## config.mk

```make
export PLATFORM = sky130hd
export DESIGN_NAME = ps2_host_tx_flat
export DESIGN_NICKNAME = d
export VERILOG_FILES = /design/src/rtl/ps2_host_tx_if.sv /design/src/rtl/ps2_host_tx.sv /design/src/flat_wrapper.sv
export SDC_FILE = /design/constraint.sdc
export NUM_CORES = 1
export LEC_CHECK = 0
export ABC_AREA = 1
export CAP_MARGIN = 15
export CORE_AREA = 4 4 87 89
export CTS_BUF_LIST = sky130_fd_sc_hd__clkbuf_16
export DETAILED_ROUTE_END_ITERATION = 8
export DIE_AREA = 0 0 91 93
export HOLD_SLACK_MARGIN = 0.1
export SLEW_MARGIN = 20
export SYNTH_ARGS = -nofsm -noshare
export SYNTH_HDL_FRONTEND = slang
export SYNTH_SLANG_ARGS = --single-unit
```

## constraint.sdc

```tcl
create_clock -name clk -period 2 [get_ports clk]
set_input_delay 0.4 -clock clk [delete_from_list [all_inputs] [get_ports clk]]
set_output_delay 0.4 -clock clk [all_outputs]
set_load 0.01 [all_outputs]
```

## src/rtl/ps2_host_tx_if.sv

```systemverilog
// rtl/ps2_host_tx_if.sv - command byte handshake between a requester and the PS/2 host transmitter
interface ps2_host_tx_if;
    logic       tx_valid;
    logic [7:0] tx_data;
    logic       tx_ready;
    logic       tx_done;
    logic       tx_err;

    modport master (
        output tx_valid,
        output tx_data,
        input  tx_ready,
        input  tx_done,
        input  tx_err
    );

    modport slave (
        input  tx_valid,
        input  tx_data,
        output tx_ready,
        output tx_done,
        output tx_err
    );
endinterface

```

## src/rtl/ps2_host_tx.sv

```systemverilog
// rtl/ps2_host_tx.sv - PS/2 host-to-device command transmitter over open-drain ps2c/ps2d
// Optional automatic retry (two retries on NACK/timeout) enabled by PS2_TX_RETRY_EN.
module ps2_host_tx #(
    parameter int INHIBIT_CYCLES = 12000,
    parameter int TIMEOUT_CYCLES = 2000000,
    parameter int SYNC_STAGES    = 2
) (
    input  logic          clk,
    input  logic          rst,
    ps2_host_tx_if.slave  tx,
    input  logic          ps2c_in,
    input  logic          ps2d_in,
    output logic          ps2c_oe,
    output logic          ps2d_oe,
    output logic          busy_inhibit
);
    localparam int CNT_MAX = (INHIBIT_CYCLES > TIMEOUT_CYCLES) ? INHIBIT_CYCLES : TIMEOUT_CYCLES;
    localparam int CNT_W   = $clog2(CNT_MAX + 1);
    // cnt restarts the cycle after a fall and tx_done is registered, so trip two counts
    // early to land exactly TIMEOUT_CYCLES cycles after the fall was seen.
    localparam int TO_LAST = TIMEOUT_CYCLES - 2;

    typedef enum logic [2:0] {IDLE, INHIBIT, REQ, BITS, ACK, RELEASE} state_t;

    state_t                 state_q, state_d;
    logic [CNT_W-1:0]       cnt_q, cnt_d;
    logic [3:0]             bitcnt_q, bitcnt_d;
    logic [7:0]             shreg_q, shreg_d;
    logic                   parity_q, parity_d;
    logic                   nack_q, nack_d;
    logic                   c_oe_q, c_oe_d;
    logic                   d_oe_q, d_oe_d;
    logic                   ready_q, ready_d;
    logic                   busy_q, busy_d;
    logic                   done_q, done_d;
    logic                   err_q, err_d;
    logic [SYNC_STAGES-1:0] c_sync_q, d_sync_q;
    logic                   c_prev_q;
    logic                   c_s, d_s, fall, fail;
`ifdef PS2_TX_RETRY_EN
    logic [1:0]             retry_q, retry_d;
`endif

    assign c_s  = c_sync_q[SYNC_STAGES-1];
    assign d_s  = d_sync_q[SYNC_STAGES-1];
    assign fall = c_prev_q & ~c_s;

    always_ff @(posedge clk) begin
        if (rst) begin
            state_q  <= IDLE;
            cnt_q    <= '0;
            bitcnt_q <= '0;
            shreg_q  <= '0;
            parity_q <= 1'b0;
            nack_q   <= 1'b0;
            c_oe_q   <= 1'b0;
            d_oe_q   <= 1'b0;
            ready_q  <= 1'b1;
            busy_q   <= 1'b0;
            done_q   <= 1'b0;
            err_q    <= 1'b0;
            c_sync_q <= '1;
            d_sync_q <= '1;
            c_prev_q <= 1'b1;
`ifdef PS2_TX_RETRY_EN
            retry_q  <= '0;
`endif
        end else begin
            state_q  <= state_d;
            cnt_q    <= cnt_d;
            bitcnt_q <= bitcnt_d;
            shreg_q  <= shreg_d;
            parity_q <= parity_d;
            nack_q   <= nack_d;
            c_oe_q   <= c_oe_d;
            d_oe_q   <= d_oe_d;
            ready_q  <= ready_d;
            busy_q   <= busy_d;
            done_q   <= done_d;
            err_q    <= err_d;
            c_sync_q <= {c_sync_q[SYNC_STAGES-2:0], ps2c_in};
            d_sync_q <= {d_sync_q[SYNC_STAGES-2:0], ps2d_in};
            c_prev_q <= c_s;
`ifdef PS2_TX_RETRY_EN
            retry_q  <= retry_d;
`endif
        end
    end

    always_comb begin
        state_d  = state_q;
        cnt_d    = cnt_q;
        bitcnt_d = bitcnt_q;
        shreg_d  = shreg_q;
        parity_d = parity_q;
        nack_d   = nack_q;
        c_oe_d   = c_oe_q;
        d_oe_d   = d_oe_q;
        ready_d  = ready_q;
        busy_d   = busy_q;
        done_d   = 1'b0;
        err_d    = 1'b0;
        fail     = 1'b0;
`ifdef PS2_TX_RETRY_EN
        retry_d  = retry_q;
`endif
        case (state_q)
            IDLE: begin
                c_oe_d = 1'b0;
                d_oe_d = 1'b0;
                // the cycle that reports tx_done never accepts, even though tx_ready is already up
                if (tx.tx_valid && ready_q && !done_q) begin
                    shreg_d  = tx.tx_data;
                    parity_d = ~^tx.tx_data;
                    ready_d  = 1'b0;
                    busy_d   = 1'b1;
                    c_oe_d   = 1'b1;
                    cnt_d    = '0;
                    nack_d   = 1'b0;
                    state_d  = INHIBIT;
`ifdef PS2_TX_RETRY_EN
                    retry_d  = '0;
`endif
                end
            end
            INHIBIT: begin
                cnt_d = cnt_q + CNT_W'(1);
                if (cnt_q == CNT_W'(INHIBIT_CYCLES - 1)) begin
                    d_oe_d  = 1'b1;
                    cnt_d   = '0;
                    state_d = REQ;
                end
            end
            REQ: begin
                c_oe_d   = 1'b0;
                bitcnt_d = '0;
                cnt_d    = '0;
                state_d  = BITS;
            end
            BITS, ACK, RELEASE: begin
                cnt_d = fall ? '0 : cnt_q + CNT_W'(1);
                if (state_q == RELEASE && c_s && d_s) begin
                    if (nack_q) begin
                        fail = 1'b1;
                    end else begin
                        done_d  = 1'b1;
                        ready_d = 1'b1;
                        busy_d  = 1'b0;
                        state_d = IDLE;
                    end
                end else if (!fall && cnt_q == CNT_W'(TO_LAST)) begin
                    fail = 1'b1;
                end else if (fall && state_q == BITS) begin
                    if (bitcnt_q < 4'd8) begin
                        d_oe_d = ~shreg_q[bitcnt_q[2:0]];
                    end else if (bitcnt_q == 4'd8) begin
                        d_oe_d = ~parity_q;
                    end else begin
                        d_oe_d  = 1'b0;
                        state_d = ACK;
                    end
                    bitcnt_d = bitcnt_q + 4'd1;
                end else if (fall && state_q == ACK) begin
                    nack_d  = d_s;
                    state_d = RELEASE;
                end
            end
            default: state_d = IDLE;
        endcase

        if (fail) begin
            c_oe_d = 1'b0;
            d_oe_d = 1'b0;
            nack_d = 1'b0;
`ifdef PS2_TX_RETRY_EN
            if (retry_q < 2'd2) begin
                retry_d = retry_q + 2'd1;
                c_oe_d  = 1'b1;
                cnt_d   = '0;
                state_d = INHIBIT;
            end else begin
                done_d  = 1'b1;
                err_d   = 1'b1;
                ready_d = 1'b1;
                busy_d  = 1'b0;
                state_d = IDLE;
            end
`else
            done_d  = 1'b1;
            err_d   = 1'b1;
            ready_d = 1'b1;
            busy_d  = 1'b0;
            state_d = IDLE;
`endif
        end
    end

    assign ps2c_oe      = c_oe_q;
    assign ps2d_oe      = d_oe_q;
    assign busy_inhibit = busy_q;
    assign tx.tx_ready  = ready_q;
    assign tx.tx_done   = done_q;
    assign tx.tx_err    = err_q;
endmodule

```

## src/flat_wrapper.sv

```systemverilog
// flat-port wrapper written by rule: the top's interface ports become plain ports
module ps2_host_tx_flat 
#(
    parameter int INHIBIT_CYCLES = 12000,
    parameter int TIMEOUT_CYCLES = 2000000,
    parameter int SYNC_STAGES    = 2
)
  (clk, rst, ps2c_in, ps2d_in, ps2c_oe, ps2d_oe, busy_inhibit, tx_tx_valid, tx_tx_data, tx_tx_ready, tx_tx_done, tx_tx_err);
  ps2_host_tx_if tx_i ();
  input  logic clk;
  input  logic rst;
  input  logic ps2c_in;
  input  logic ps2d_in;
  output logic ps2c_oe;
  output logic ps2d_oe;
  output logic busy_inhibit;
  input wire logic [$bits(tx_i.tx_valid)-1:0] tx_tx_valid;
  input wire logic [$bits(tx_i.tx_data)-1:0] tx_tx_data;
  output wire logic [$bits(tx_i.tx_ready)-1:0] tx_tx_ready;
  output wire logic [$bits(tx_i.tx_done)-1:0] tx_tx_done;
  output wire logic [$bits(tx_i.tx_err)-1:0] tx_tx_err;
  assign tx_i.tx_valid = tx_tx_valid;
  assign tx_i.tx_data = tx_tx_data;
  assign tx_tx_ready = tx_i.tx_ready;
  assign tx_tx_done = tx_i.tx_done;
  assign tx_tx_err = tx_i.tx_err;
  ps2_host_tx #(.INHIBIT_CYCLES(INHIBIT_CYCLES), .TIMEOUT_CYCLES(TIMEOUT_CYCLES), .SYNC_STAGES(SYNC_STAGES)) u_core (.clk(clk), .rst(rst), .tx(tx_i), .ps2c_in(ps2c_in), .ps2d_in(ps2d_in), .ps2c_oe(ps2c_oe), .ps2d_oe(ps2d_oe), .busy_inhibit(busy_inhibit));
endmodule
```

==> out/summary.log <==
[power_and_ir_drop] peak supply drop 0.720 mV
[run] number of maximum-capacitance constraint violations 0
[min_path] class of the tightest hold or removal check register to register
[clock_network] number of buffers added by the clock tree synthesis step 5
[grt] total congestion overflow after global routing 0
[die] Boundary Pins 19
[die] Die X 91 um
[clock_network] maximum root-to-sink buffer count 2
[synth] part of the Yosys area used for sequential elements 36.7%
[finish] number of nets in the layout 433
[clock_network] clock sinks 49
[critical_path] Setup CP Type register to register
[clock_network] buffer count from post-CTS setup fixing 0
[sta] relative max-transition margin 79.4%
[clock_network] clock tree from TritonCTS done
[clock_network] maximum level of the CTS H-tree 2
[die] Initial Util 39.5%
[synth] synth warn 0
[critical_path] R2R Path Start u_core.cnt_q[0]
[clock_network] clock latency of the later-clocked register in the worst-skew pair 0.29 ns
[synth] most common cell in the netlist sky130_fd_sc_hd__nand2_1
[synth] Post-synth top cells sky130_fd_sc_hd__nand2_1, sky130_fd_sc_hd__nor2_1, sky130_fd_sc_hd__dfxtp_1, sky130_fd_sc_hd__inv_1, sky130_fd_sc_hd__o21ai_0
[die] area inside the core boundary 6760 sq um
[synth] dominant cell type by area after synthesis sky130_fd_sc_hd__dfxtp_1
[grt] number of global-route vias before repair 2,338
[die] FP Rows 30
[grt] pin count of the biggest net entering global routing 17
[synth] async set-or-reset flop fraction in the synthesized netlist 0%
[power_and_ir_drop] power density of the placed cells 1070 nW/um^2
[sta] Hold Fails Final Rpt 0
[sta] worst path setup slack after routing 0.250 ns
[routing] Detailed Routing Iterations Pass 1 4
[placement] GP Congestion 0.822
[sta] endpoints failing setup 0
[sta] worst slack on hold paths 0.409 ns
[synth] syn nets 405
[status] status completed
[routing] initial drt markers 85
[synth] commonest register cell after synthesis sky130_fd_sc_hd__dfxtp_1
[finish] area growth from synthesis to final layout 16.9%
[synth] post-synthesis cell type count 35
[sta] Layout Skew 0.00649 ns
[finish] Filler cells 702
[routing] routed vias/inst 4.92
[critical_path] sort of element at the end of the critical path register
[sta] Achievable Freq 0.572 GHz
[critical_path] arrival time of the worst setup path 1.94 ns
[grt] global-route wire length before repair 10,300 um
[placement] HPWL after detailed placement 4510 um
[die] die outline area 8460 sq um
[sta] Setup Total Neg Slack 0 ns
[sta] setup repair after global routing missed its margin no
[synth] FF+latch count, synth 49
[sta] Final period util 87.5%
[placement] worst setup slack after placement 0.120 ns
[synth] Post-Syn Area 2670 sq um
[critical_path] CP Launch Point u_core.cnt_q[0]
[synth] cell types occupying the most area after synthesis sky130_fd_sc_hd__dfxtp_1, sky130_fd_sc_hd__nand2_1, sky130_fd_sc_hd__nor2_1, sky130_fd_sc_hd__inv_1, sky130_fd_sc_hd__o21ai_0
[synth] Synth top area share 36.7%
[critical_path] crit path max fanout 6
[critical_path] data required time at the worst endpoint 2.19 ns
[min_path] startpoint of the most critical hold path u_core.c_sync_q[0]
[synth] number of synthesized flops with an enable pin 0
[sta] number of slew-limit violations in the final report 0
[finish] number of inserted diodes 0
[critical_path] critical path launch point type register
[routing] mean routed wirelength per cell 11.7 um
[grt] initial antenna violation count 0
[synth] count of mapped cells out of synthesis 389
[clock_network] Root Driver sky130_fd_sc_hd__clkbuf_16
[clock_network] clock slew at reported path FFs 0.07 ns
[placement] count of input and output buffers 18
[routing] antenna-violating nets left 0
[routing] Total Routed Length 5830 um
[finish] share of cells above drive strength 1 11.2%
[sta] Worst Tran Pin Value 0.309 ns
[die] DIE HEIGHT 93 um
[power_and_ir_drop] Leak 1.37 nW
[routing] DRC violations left 0
[grt] overall routing resource usage 14.6%
[sta] final worst path period need 1.75 ns
[routing] vias after detailed routing 2,449
[synth] mean post-synth cell area 6.87 sq um
## worst max-delay path, cell delays in order, from the launching register on
cell	delay [ns]
sky130_fd_sc_hd__dfxtp_1	0.40
sky130_fd_sc_hd__ha_1	0.19
sky130_fd_sc_hd__nand2_1	0.07
sky130_fd_sc_hd__nor2_1	0.21
sky130_fd_sc_hd__nand3_1	0.14
sky130_fd_sc_hd__nand2_2	0.14
sky130_fd_sc_hd__nand2_1	0.07
sky130_fd_sc_hd__nor2_1	0.20
sky130_fd_sc_hd__nand2_1	0.10
sky130_fd_sc_hd__nor2_1	0.10
sky130_fd_sc_hd__nor2_1	0.04
## sequential cells by signal, summed over array words and instances (netlist names), 2 cells and up
register         cells
u_core.c_sync_q      2
u_core.d_sync_q      2
u_core.shreg_q       8
u_core.cnt_q        21
u_core.state_q       3
u_core.bitcnt_q      4
## area by class of cell
| cell class | instances | area, sq um | share of cell area, % |
|---|---|---|---|
| clock buffers | 5 | 125 | 4.01 |
| clock inverters | 3 | 21.3 | 0.681 |
| inverters | 52 | 196 | 6.29 |
| multi-input cells | 282 | 1450 | 46.5 |
| flip-flops and latches | 49 | 981 | 31.4 |
| well taps | 80 | 100 | 3.21 |
| repair buffers | 27 | 248 | 7.94 |
## worst paths after layout
path	depth (start not counted)	end	slack, ns
worst max register to register	10	u_core.state_q[2]	0.25
worst max-delay path	10	u_core.state_q[2]	0.25
worst min register to register	1	u_core.c_sync_q[1]	0.41
worst min-delay path	1	u_core.c_sync_q[1]	0.41
## power breakdown
| group | switching (mW) | leakage [nW] | internal, mW | total [mW] |
|---|---|---|---|---|
| Combinational | 0.793 | 0.903 | 0.466 | 1.26 |
| Sequential | 0.121 | 0.399 | 1.13 | 1.25 |
| Clock | 0.376 | 0.0718 | 0.466 | 0.843 |
## layout by cell type (no fill, tap or decap), types with 2 or more instances in the layout
| cell | netlist | routed |
|---|---|---|
| sky130_fd_sc_hd__inv_1 | 49 | 49 |
| sky130_fd_sc_hd__inv_2 | 2 | 2 |
| sky130_fd_sc_hd__nor3_4 | 3 | 3 |
| sky130_fd_sc_hd__nand3b_1 | 2 | 2 |
| sky130_fd_sc_hd__o21ai_0 | 25 | 25 |
| sky130_fd_sc_hd__xor2_1 | 3 | 3 |
| sky130_fd_sc_hd__buf_4 | 0 | 9 |
| sky130_fd_sc_hd__nor3_1 | 7 | 7 |
| sky130_fd_sc_hd__nor2_2 | 5 | 5 |
| sky130_fd_sc_hd__nand2_4 | 4 | 4 |
| sky130_fd_sc_hd__dfxtp_1 | 49 | 49 |
| sky130_fd_sc_hd__nor2_1 | 67 | 67 |
| sky130_fd_sc_hd__nor3b_1 | 4 | 4 |
| sky130_fd_sc_hd__clkbuf_16 | 0 | 5 |
| sky130_fd_sc_hd__o211ai_1 | 4 | 4 |
| sky130_fd_sc_hd__nand3_1 | 19 | 19 |
| sky130_fd_sc_hd__nand2_2 | 1 | 2 |
| sky130_fd_sc_hd__nand2_1 | 82 | 81 |
| sky130_fd_sc_hd__ha_1 | 3 | 3 |
| sky130_fd_sc_hd__or2_2 | 5 | 5 |
| sky130_fd_sc_hd__a21oi_1 | 21 | 21 |
| sky130_fd_sc_hd__clkdlybuf4s50_1 | 0 | 18 |
| sky130_fd_sc_hd__nor2_4 | 5 | 5 |
| sky130_fd_sc_hd__nand4_1 | 6 | 6 |
| sky130_fd_sc_hd__xnor2_1 | 7 | 7 |
## metal layers
| layer | part of all wire [%] | global-route usage (%) | up-vias |
|---|---|---|---|
| met1 | 47 | 18.3 | 1110 |
| met4 | 1.3 | 4.90 | 0 |
| met5 | 0 | 0 | - |
| met3 | 3.7 | 2.98 | 8 |
| li1 | - | - | 1297 |
| met2 | 48 | 25.2 | 34 |
## timing repair
item	in CTS	in global routing
setup endpoints to repair	0	2
hold buffers	0	0
gates resized for setup	0	1
## kinds of logic after synthesis
| kind of cell | Yosys count | synth area share (%) |
|---|---|---|
| AOI/OAI and AO/OA | 56 | 11.4 |
| xor gates and xnor gates | 10 | 3.28 |
| adders and majority gates | 3 | 1.41 |
| buffers and inverters | 58 | 9.09 |
| DFF | 49 | 36.7 |
| and+or+nand+nor | 213 | 38.1 |
## per-stage QoR
step | total power [mW] | util [%] | cell area (sq um) | std cells
CTS | 3.39 | 46.2 | 3120 | 498
global placement | 2.52 | 44.0 | 2970 | 490
global route | 3.63 | 46.2 | 3120 | 498
detailed placement | 2.53 | 44.0 | 2970 | 490
floorplan | 2.19 | - | 2670 | 389
finish | 3.36 | 46.2 | 3120 | 498
Power figures use the tool's default switching activity.
